`src/rtl/mem_port_arbiter_if.sv`:
```
// mem_port_arbiter_if: fetch, data and RAM signal bundle around the shared memory port arbiter
interface mem_port_arbiter_if;
  logic        if_req_i;
  logic [31:0] if_addr_i;
  logic        if_flush_i;
  logic        if_gnt_o;
  logic        if_rvalid_o;
  logic [31:0] if_rdata_o;
  logic        d_req_i;
  logic        d_we_i;
  logic [3:0]  d_be_i;
  logic [31:0] d_addr_i;
  logic [31:0] d_wdata_i;
  logic        d_gnt_o;
  logic        d_rvalid_o;
  logic [31:0] d_rdata_o;
  logic        mem_en_o;
  logic        mem_we_o;
  logic [3:0]  mem_be_o;
  logic [31:0] mem_addr_o;
  logic [31:0] mem_wdata_o;
  logic [31:0] mem_rdata_i;
  modport slave (
    input  if_req_i, if_addr_i, if_flush_i, d_req_i, d_we_i, d_be_i, d_addr_i, d_wdata_i, mem_rdata_i,
    output if_gnt_o, if_rvalid_o, if_rdata_o, d_gnt_o, d_rvalid_o, d_rdata_o,
           mem_en_o, mem_we_o, mem_be_o, mem_addr_o, mem_wdata_o
  );
  modport master (
    output if_req_i, if_addr_i, if_flush_i, d_req_i, d_we_i, d_be_i, d_addr_i, d_wdata_i, mem_rdata_i,
    input  if_gnt_o, if_rvalid_o, if_rdata_o, d_gnt_o, d_rvalid_o, d_rdata_o,
           mem_en_o, mem_we_o, mem_be_o, mem_addr_o, mem_wdata_o
  );
endinterface

```
`src/rtl/mem_port_arbiter.sv`:
```
// mem_port_arbiter: shares one single-port RAM between fetch and data, routing read responses to their owner
module mem_port_arbiter #(
  parameter int MEM_LATENCY  = 1,
  parameter int STARVE_LIMIT = 4
) (
  input logic                clk,
  input logic                rst_i,
  mem_port_arbiter_if.slave  bus
);
  logic [3:0]             r_starve;
  logic [MEM_LATENCY-1:0] r_vld;
  logic [MEM_LATENCY-1:0] r_own;
  logic [MEM_LATENCY-1:0] w_keep;
  logic                   w_force_if;
  logic                   w_d_gnt;
  logic                   w_if_gnt;
  logic                   w_push;
  assign w_force_if = bus.if_req_i && r_starve == 4'(STARVE_LIMIT);
  assign w_d_gnt    = !rst_i && bus.d_req_i && !w_force_if;
  assign w_if_gnt   = !rst_i && bus.if_req_i && !w_d_gnt;
  // a fetch granted while flushing is never tracked, so its response cannot surface
  assign w_push     = (w_if_gnt && !bus.if_flush_i) || (w_d_gnt && !bus.d_we_i);
  assign w_keep     = r_vld & ~({MEM_LATENCY{bus.if_flush_i}} & ~r_own);
  always_ff @(posedge clk) begin
    if (rst_i) begin
      r_starve <= '0;
      r_vld    <= '0;
      r_own    <= '0;
    end else begin
      r_starve <= (!bus.if_req_i || w_if_gnt) ? 4'd0 :
                  (r_starve == 4'(STARVE_LIMIT)) ? r_starve : r_starve + 4'd1;
      r_vld    <= MEM_LATENCY'({w_keep, w_push});
      r_own    <= MEM_LATENCY'({r_own, w_d_gnt});
    end
  end
  always_comb begin
    bus.if_gnt_o    = w_if_gnt;
    bus.d_gnt_o     = w_d_gnt;
    bus.mem_en_o    = w_if_gnt || w_d_gnt;
    bus.mem_we_o    = w_d_gnt && bus.d_we_i;
    bus.mem_be_o    = w_d_gnt ? bus.d_be_i : w_if_gnt ? 4'hF : 4'h0;
    bus.mem_addr_o  = w_d_gnt ? bus.d_addr_i : w_if_gnt ? bus.if_addr_i : 32'h0;
    bus.mem_wdata_o = w_d_gnt ? bus.d_wdata_i : 32'h0;
    bus.if_rvalid_o = !rst_i && w_keep[MEM_LATENCY-1] && !r_own[MEM_LATENCY-1];
    bus.d_rvalid_o  = !rst_i && w_keep[MEM_LATENCY-1] && r_own[MEM_LATENCY-1];
    bus.if_rdata_o  = bus.mem_rdata_i;
    bus.d_rdata_o   = bus.mem_rdata_i;
  end
endmodule

```
`src/flat_wrapper.sv`:
```
// flat-port wrapper written by rule: the top's interface ports become plain ports
module mem_port_arbiter_flat 
#(
  parameter int MEM_LATENCY  = 1,
  parameter int STARVE_LIMIT = 4
)
  (clk, rst_i, bus_if_req_i, bus_if_addr_i, bus_if_flush_i, bus_d_req_i, bus_d_we_i, bus_d_be_i, bus_d_addr_i, bus_d_wdata_i, bus_mem_rdata_i, bus_if_gnt_o, bus_if_rvalid_o, bus_if_rdata_o, bus_d_gnt_o, bus_d_rvalid_o, bus_d_rdata_o, bus_mem_en_o, bus_mem_we_o, bus_mem_be_o, bus_mem_addr_o, bus_mem_wdata_o);
  mem_port_arbiter_if bus_i ();
  input logic clk;
  input logic rst_i;
  input wire logic [$bits(bus_i.if_req_i)-1:0] bus_if_req_i;
  input wire logic [$bits(bus_i.if_addr_i)-1:0] bus_if_addr_i;
  input wire logic [$bits(bus_i.if_flush_i)-1:0] bus_if_flush_i;
  input wire logic [$bits(bus_i.d_req_i)-1:0] bus_d_req_i;
  input wire logic [$bits(bus_i.d_we_i)-1:0] bus_d_we_i;
  input wire logic [$bits(bus_i.d_be_i)-1:0] bus_d_be_i;
  input wire logic [$bits(bus_i.d_addr_i)-1:0] bus_d_addr_i;
  input wire logic [$bits(bus_i.d_wdata_i)-1:0] bus_d_wdata_i;
  input wire logic [$bits(bus_i.mem_rdata_i)-1:0] bus_mem_rdata_i;
  output wire logic [$bits(bus_i.if_gnt_o)-1:0] bus_if_gnt_o;
  output wire logic [$bits(bus_i.if_rvalid_o)-1:0] bus_if_rvalid_o;
  output wire logic [$bits(bus_i.if_rdata_o)-1:0] bus_if_rdata_o;
  output wire logic [$bits(bus_i.d_gnt_o)-1:0] bus_d_gnt_o;
  output wire logic [$bits(bus_i.d_rvalid_o)-1:0] bus_d_rvalid_o;
  output wire logic [$bits(bus_i.d_rdata_o)-1:0] bus_d_rdata_o;
  output wire logic [$bits(bus_i.mem_en_o)-1:0] bus_mem_en_o;
  output wire logic [$bits(bus_i.mem_we_o)-1:0] bus_mem_we_o;
  output wire logic [$bits(bus_i.mem_be_o)-1:0] bus_mem_be_o;
  output wire logic [$bits(bus_i.mem_addr_o)-1:0] bus_mem_addr_o;
  output wire logic [$bits(bus_i.mem_wdata_o)-1:0] bus_mem_wdata_o;
  assign bus_i.if_req_i = bus_if_req_i;
  assign bus_i.if_addr_i = bus_if_addr_i;
  assign bus_i.if_flush_i = bus_if_flush_i;
  assign bus_i.d_req_i = bus_d_req_i;
  assign bus_i.d_we_i = bus_d_we_i;
  assign bus_i.d_be_i = bus_d_be_i;
  assign bus_i.d_addr_i = bus_d_addr_i;
  assign bus_i.d_wdata_i = bus_d_wdata_i;
  assign bus_i.mem_rdata_i = bus_mem_rdata_i;
  assign bus_if_gnt_o = bus_i.if_gnt_o;
  assign bus_if_rvalid_o = bus_i.if_rvalid_o;
  assign bus_if_rdata_o = bus_i.if_rdata_o;
  assign bus_d_gnt_o = bus_i.d_gnt_o;
  assign bus_d_rvalid_o = bus_i.d_rvalid_o;
  assign bus_d_rdata_o = bus_i.d_rdata_o;
  assign bus_mem_en_o = bus_i.mem_en_o;
  assign bus_mem_we_o = bus_i.mem_we_o;
  assign bus_mem_be_o = bus_i.mem_be_o;
  assign bus_mem_addr_o = bus_i.mem_addr_o;
  assign bus_mem_wdata_o = bus_i.mem_wdata_o;
  mem_port_arbiter #(.MEM_LATENCY(MEM_LATENCY), .STARVE_LIMIT(STARVE_LIMIT)) u_core (.clk(clk), .rst_i(rst_i), .bus(bus_i));
endmodule
```
`config.mk`:
```
export PLATFORM = sky130hd
export DESIGN_NAME = mem_port_arbiter_flat
export DESIGN_NICKNAME = d
export VERILOG_FILES = /design/src/rtl/mem_port_arbiter_if.sv /design/src/rtl/mem_port_arbiter.sv /design/src/flat_wrapper.sv
export SDC_FILE = /design/constraint.sdc
export NUM_CORES = 1
export LEC_CHECK = 0
export CAP_MARGIN = 25
export CORE_AREA = 8 8 101 103
export CTS_CLUSTER_SIZE = 40
export DETAILED_ROUTE_END_ITERATION = 7
export DIE_AREA = 0 0 109 111
export PLACE_DENSITY = 0.73
export SLEW_MARGIN = 40
export SYNTH_ARGS = -nofsm -noshare
export SYNTH_HDL_FRONTEND = slang
export SYNTH_SLANG_ARGS = --single-unit
```
`constraint.sdc`:
```
create_clock -name clk -period 4 [get_ports clk]
set_input_delay 1.2 -clock clk [delete_from_list [all_inputs] [get_ports clk]]
set_output_delay 1.2 -clock clk [all_outputs]
set_load 0.005 [all_outputs]
```
==> impl_results.md <==
* Portion of the post-synthesis area used by sequential elements at 8.68%
* Met2 WL at 4100 um
* Proportion of layout cells with a drive suffix above 1 at 6.69%
* Full die area at 12100 sq um
* Total power draw at 0.412 mW
* Mean area per synthesized cell at 7.65 sq um
* Maximum clock frequency at 0.251 GHz
* Clk_lat worst skew at 0.23 ns
* Setup slack at placement at -0.293 ns
* Finished Core Util at 35.2%
* Synthesized netlist net count at 321
* Worst Path Arrival at 2.78 ns
* Maximum net fanout on the critical path at 8
* Setup violators final at 0
* Number of standard cells after synthesis at 181
* Post-synthesis register bit count at 6
* Clock tree from TritonCTS: yes
* Minimum clock period at 3.98 ns
* Inserted Clock Buffers at 3
* Starting utilization of the core area at 16.2%
* Final wirelength at 7700 um
* Critical path launch point type: input port
* Clk sinks at 6
* Launch point of the worst path: rst_i
* ANT cells at 0
* Root buffer selected by CTS: sky130_fd_sc_hd__clkbuf_8
* Antenna Nets Post-Route at 0
* Depth of the CTS H-tree at 1
* Wire length of the first global-routing pass at 10900 um
* Final design area excluding fillers at 3010 sq um
* Distinct cells, synth at 25
* Final hold violation count at 0
* Avg WL per Cell at 18.9 um
* CP Capture Point: bus_mem_addr_o[27]
* Worst IR drop on VDD at 0.000174 V
* Floorplan core area at 8550 sq um
* Max-cap check violation count at 0
* Cell area after placement at 2860 sq um
* Die Ht at 111 um
* Max Root-Sink Buffers at 2
* Yosys warning total at 0
* FF-to-FF Start: u_core.r_starve[0]$_SDFFE_PP0P_
* Total I/O pin count at 276
* Width of the die at 109 um
* CP Capture Type: primary output
* Type of the worst setup path: input port to primary output
* Final worst slack at 0.0237 ns
* Number of design-rule violations left by the first detailed-router iteration at 47
* Vias after detailed routing at 1715
* Detailed-route wire length on metal 1 at 2350 um
* Worst Tran Pin Value at 0.311 ns
* Routed vias/inst at 4.21
* Initial antenna violation count at 2
* Worst slew margin relative to its limit at 79.2%
* Endpoint of the worst register-to-register path: u_core.r_vld$_SDFF_PP0_
* Pwr per Cell Area at 137 nW/um^2
* Pin count of the biggest net entering global routing at 41
* Final Max Slew Viols at 0
* Clock Pin Slew Worst Setup and Hold Paths at 0.03 ns
* Data required time of the worst path at 2.80 ns
* Static leakage at 1.32 nW
* Area overhead of the layout relative to synthesis at 117%
* Wire length on met3 at 1190 um
* Max Clock Skew at 0.00414 ns
* Cell area after technology mapping at 1380 sq um
* RSZ-0062 raised after global routing: true
* Worst min path class: register to register
* Highest routed layer: met5
* Period utilisation layout at 99.4%
* Global Route Usage Sum at 11.3%
* Number of global-route vias before repair at 1840
* Total number of placement rows at 34
* Total congestion overflow after global routing at 0
* Run status: complete, no violations
* Register-to-register path setup slack at 2.23 ns
* Final nets at 441
* Hpwl dp at 6500 um
* # port buffers at 179
* Global placer's final weighted congestion at 0.757
* Cell count of the worst reg-to-reg path at 8
* DRC errors left at 0
* Drt first pass iters at 3
-- per-layer routing --
metal	vias up	GRT usage, %
li1	790	-
met4	4	0.731
met1	752	9.61
met3	9	6.34
met2	160	22.6
met5	-	0
-- synth_stat cells --
cell type | count | area (sq um)
sky130_fd_sc_hd__buf_4 | 67 | 503
sky130_fd_sc_hd__and2_1 | 33 | 206
sky130_fd_sc_hd__a22o_1 | 32 | 280
sky130_fd_sc_hd__inv_1 | 7 | 26.3
sky130_fd_sc_hd__dfxtp_1 | 6 | 120
sky130_fd_sc_hd__buf_2 | 5 | 25.0
sky130_fd_sc_hd__nor2_1 | 5 | 18.8
sky130_fd_sc_hd__a21boi_0 | 3 | 22.5
sky130_fd_sc_hd__nor3_1 | 3 | 15.0
sky130_fd_sc_hd__clkbuf_1 | 2 | 7.51
sky130_fd_sc_hd__ha_1 | 2 | 25.0
sky130_fd_sc_hd__mux2i_1 | 2 | 20.0
sky130_fd_sc_hd__nand2_1 | 2 | 7.51
sky130_fd_sc_hd__a21o_1 | 1 | 7.51
sky130_fd_sc_hd__a21oi_2 | 1 | 8.76
sky130_fd_sc_hd__a311oi_1 | 1 | 8.76
sky130_fd_sc_hd__a311oi_4 | 1 | 26.3
sky130_fd_sc_hd__and3b_1 | 1 | 8.76
sky130_fd_sc_hd__nand2b_1 | 1 | 6.26
sky130_fd_sc_hd__nand3_1 | 1 | 5.00
sky130_fd_sc_hd__nand3b_1 | 1 | 7.51
sky130_fd_sc_hd__nor2b_1 | 1 | 6.26
sky130_fd_sc_hd__nor4_1 | 1 | 6.26
sky130_fd_sc_hd__nor4b_1 | 1 | 8.76
sky130_fd_sc_hd__or2_2 | 1 | 6.26
-- cell families after synthesis --
group                      after synthesis  share of synthesized area [%]
muxes                                    2                           1.45
buffers and inverters                   81                           40.6
AOI/OAI and AO/OA                       39                           25.6
adders and majority gates                2                           1.81
and+or+nand+nor                         51                           21.9
DFF                                      6                           8.68
-- through the flow --
stage	cells	TNS, ns	hold WS (ns)
final	407	0	0.490
after global routing	407	-0.0148	0.532
after CTS	407	0	0.498
after detailed placement	400	-17.65	0.492
after global placement	400	-15.19	0.464
after floorplan	181	0	0.454
-- worst min-delay path by stage --
stage | from | to | slack [ns] | cells after the start
floorplan | u_core.r_starve[0]$_SDFFE_PP0P_ | u_core.r_starve[0]$_SDFFE_PP0P_ | 0.45 | 1
global placement | u_core.r_starve[0]$_SDFFE_PP0P_ | u_core.r_starve[0]$_SDFFE_PP0P_ | 0.46 | 1
detailed placement | u_core.r_starve[0]$_SDFFE_PP0P_ | u_core.r_starve[0]$_SDFFE_PP0P_ | 0.49 | 1
CTS | u_core.r_starve[0]$_SDFFE_PP0P_ | u_core.r_starve[0]$_SDFFE_PP0P_ | 0.50 | 1
global route | u_core.r_starve[0]$_SDFFE_PP0P_ | u_core.r_starve[0]$_SDFFE_PP0P_ | 0.53 | 1
finish | u_core.r_starve[0]$_SDFFE_PP0P_ | u_core.r_starve[0]$_SDFFE_PP0P_ | 0.49 | 1
-- registers in the layout, indices dropped and copies added (netlist names) --
name             count
u_core.r_starve      4
u_core.r_own         1
u_core.r_vld         1
-- final cells by class --
| type | instances | area (sq um) |
|---|---|---|
| tap | 108 | 135 |
| sequential | 6 | 120 |
| multi-input combinational | 94 | 702 |
| clock buffer | 3 | 41.3 |
| timing repair buffer | 189 | 1980 |
| inverter | 7 | 26.3 |
| fill | 874 | 5540 |
-- critical path, stage by stage --
cell                              delay (ns)
sky130_fd_sc_hd__clkdlybuf4s15_2        0.22
sky130_fd_sc_hd__a311oi_4               0.27
sky130_fd_sc_hd__buf_6                  0.18
sky130_fd_sc_hd__bufbuf_16              0.27
sky130_fd_sc_hd__a22o_1                 0.14
sky130_fd_sc_hd__clkdlybuf4s50_1        0.50
-- cell usage in the layout (no fill, tap or decap) --
master,n
sky130_fd_sc_hd__nand3b_1,1
sky130_fd_sc_hd__nand3_1,1
sky130_fd_sc_hd__nor4b_1,1
sky130_fd_sc_hd__a21boi_0,3
sky130_fd_sc_hd__nand2b_1,1
sky130_fd_sc_hd__a21o_1,1
sky130_fd_sc_hd__buf_6,1
sky130_fd_sc_hd__ha_1,2
sky130_fd_sc_hd__a22o_1,32
sky130_fd_sc_hd__clkbuf_8,3
sky130_fd_sc_hd__clkdlybuf4s50_1,163
sky130_fd_sc_hd__nor2b_1,1
sky130_fd_sc_hd__or2_2,1
sky130_fd_sc_hd__nor2_1,5
sky130_fd_sc_hd__a311oi_1,1
sky130_fd_sc_hd__dlygate4sd2_1,2
sky130_fd_sc_hd__bufbuf_16,1
sky130_fd_sc_hd__buf_16,1
sky130_fd_sc_hd__nor4_1,1
sky130_fd_sc_hd__buf_4,3
sky130_fd_sc_hd__buf_12,4
sky130_fd_sc_hd__dlymetal6s2s_1,11
sky130_fd_sc_hd__clkbuf_2,1
sky130_fd_sc_hd__clkdlybuf4s15_2,1
sky130_fd_sc_hd__inv_2,1
sky130_fd_sc_hd__a311oi_4,1
sky130_fd_sc_hd__nand2_1,2
sky130_fd_sc_hd__inv_1,6
sky130_fd_sc_hd__mux2i_1,2
sky130_fd_sc_hd__dfxtp_1,6
sky130_fd_sc_hd__and3b_1,1
sky130_fd_sc_hd__buf_2,1
sky130_fd_sc_hd__a21oi_2,1
sky130_fd_sc_hd__nor3_1,3
sky130_fd_sc_hd__and2_1,33
-- power breakdown --
part           total, mW  internal (mW)  switching, mW  leakage [nW]
clock             0.0912         0.0647         0.0265        0.0216
combinational      0.258          0.187         0.0704          1.25
sequential        0.0630         0.0620        0.00103        0.0490
total              0.412          0.314         0.0979          1.32
-- what timing repair did --
item,4_1_cts,5_1_grt
hold buffers,0,0
gates resized for setup,12,14
pin swaps,1,1
endpoints found under the setup margin,71,53
buffers inserted,2,0
gates cloned,2,0
No activity file was read; power rests on OpenSTA's default activity.
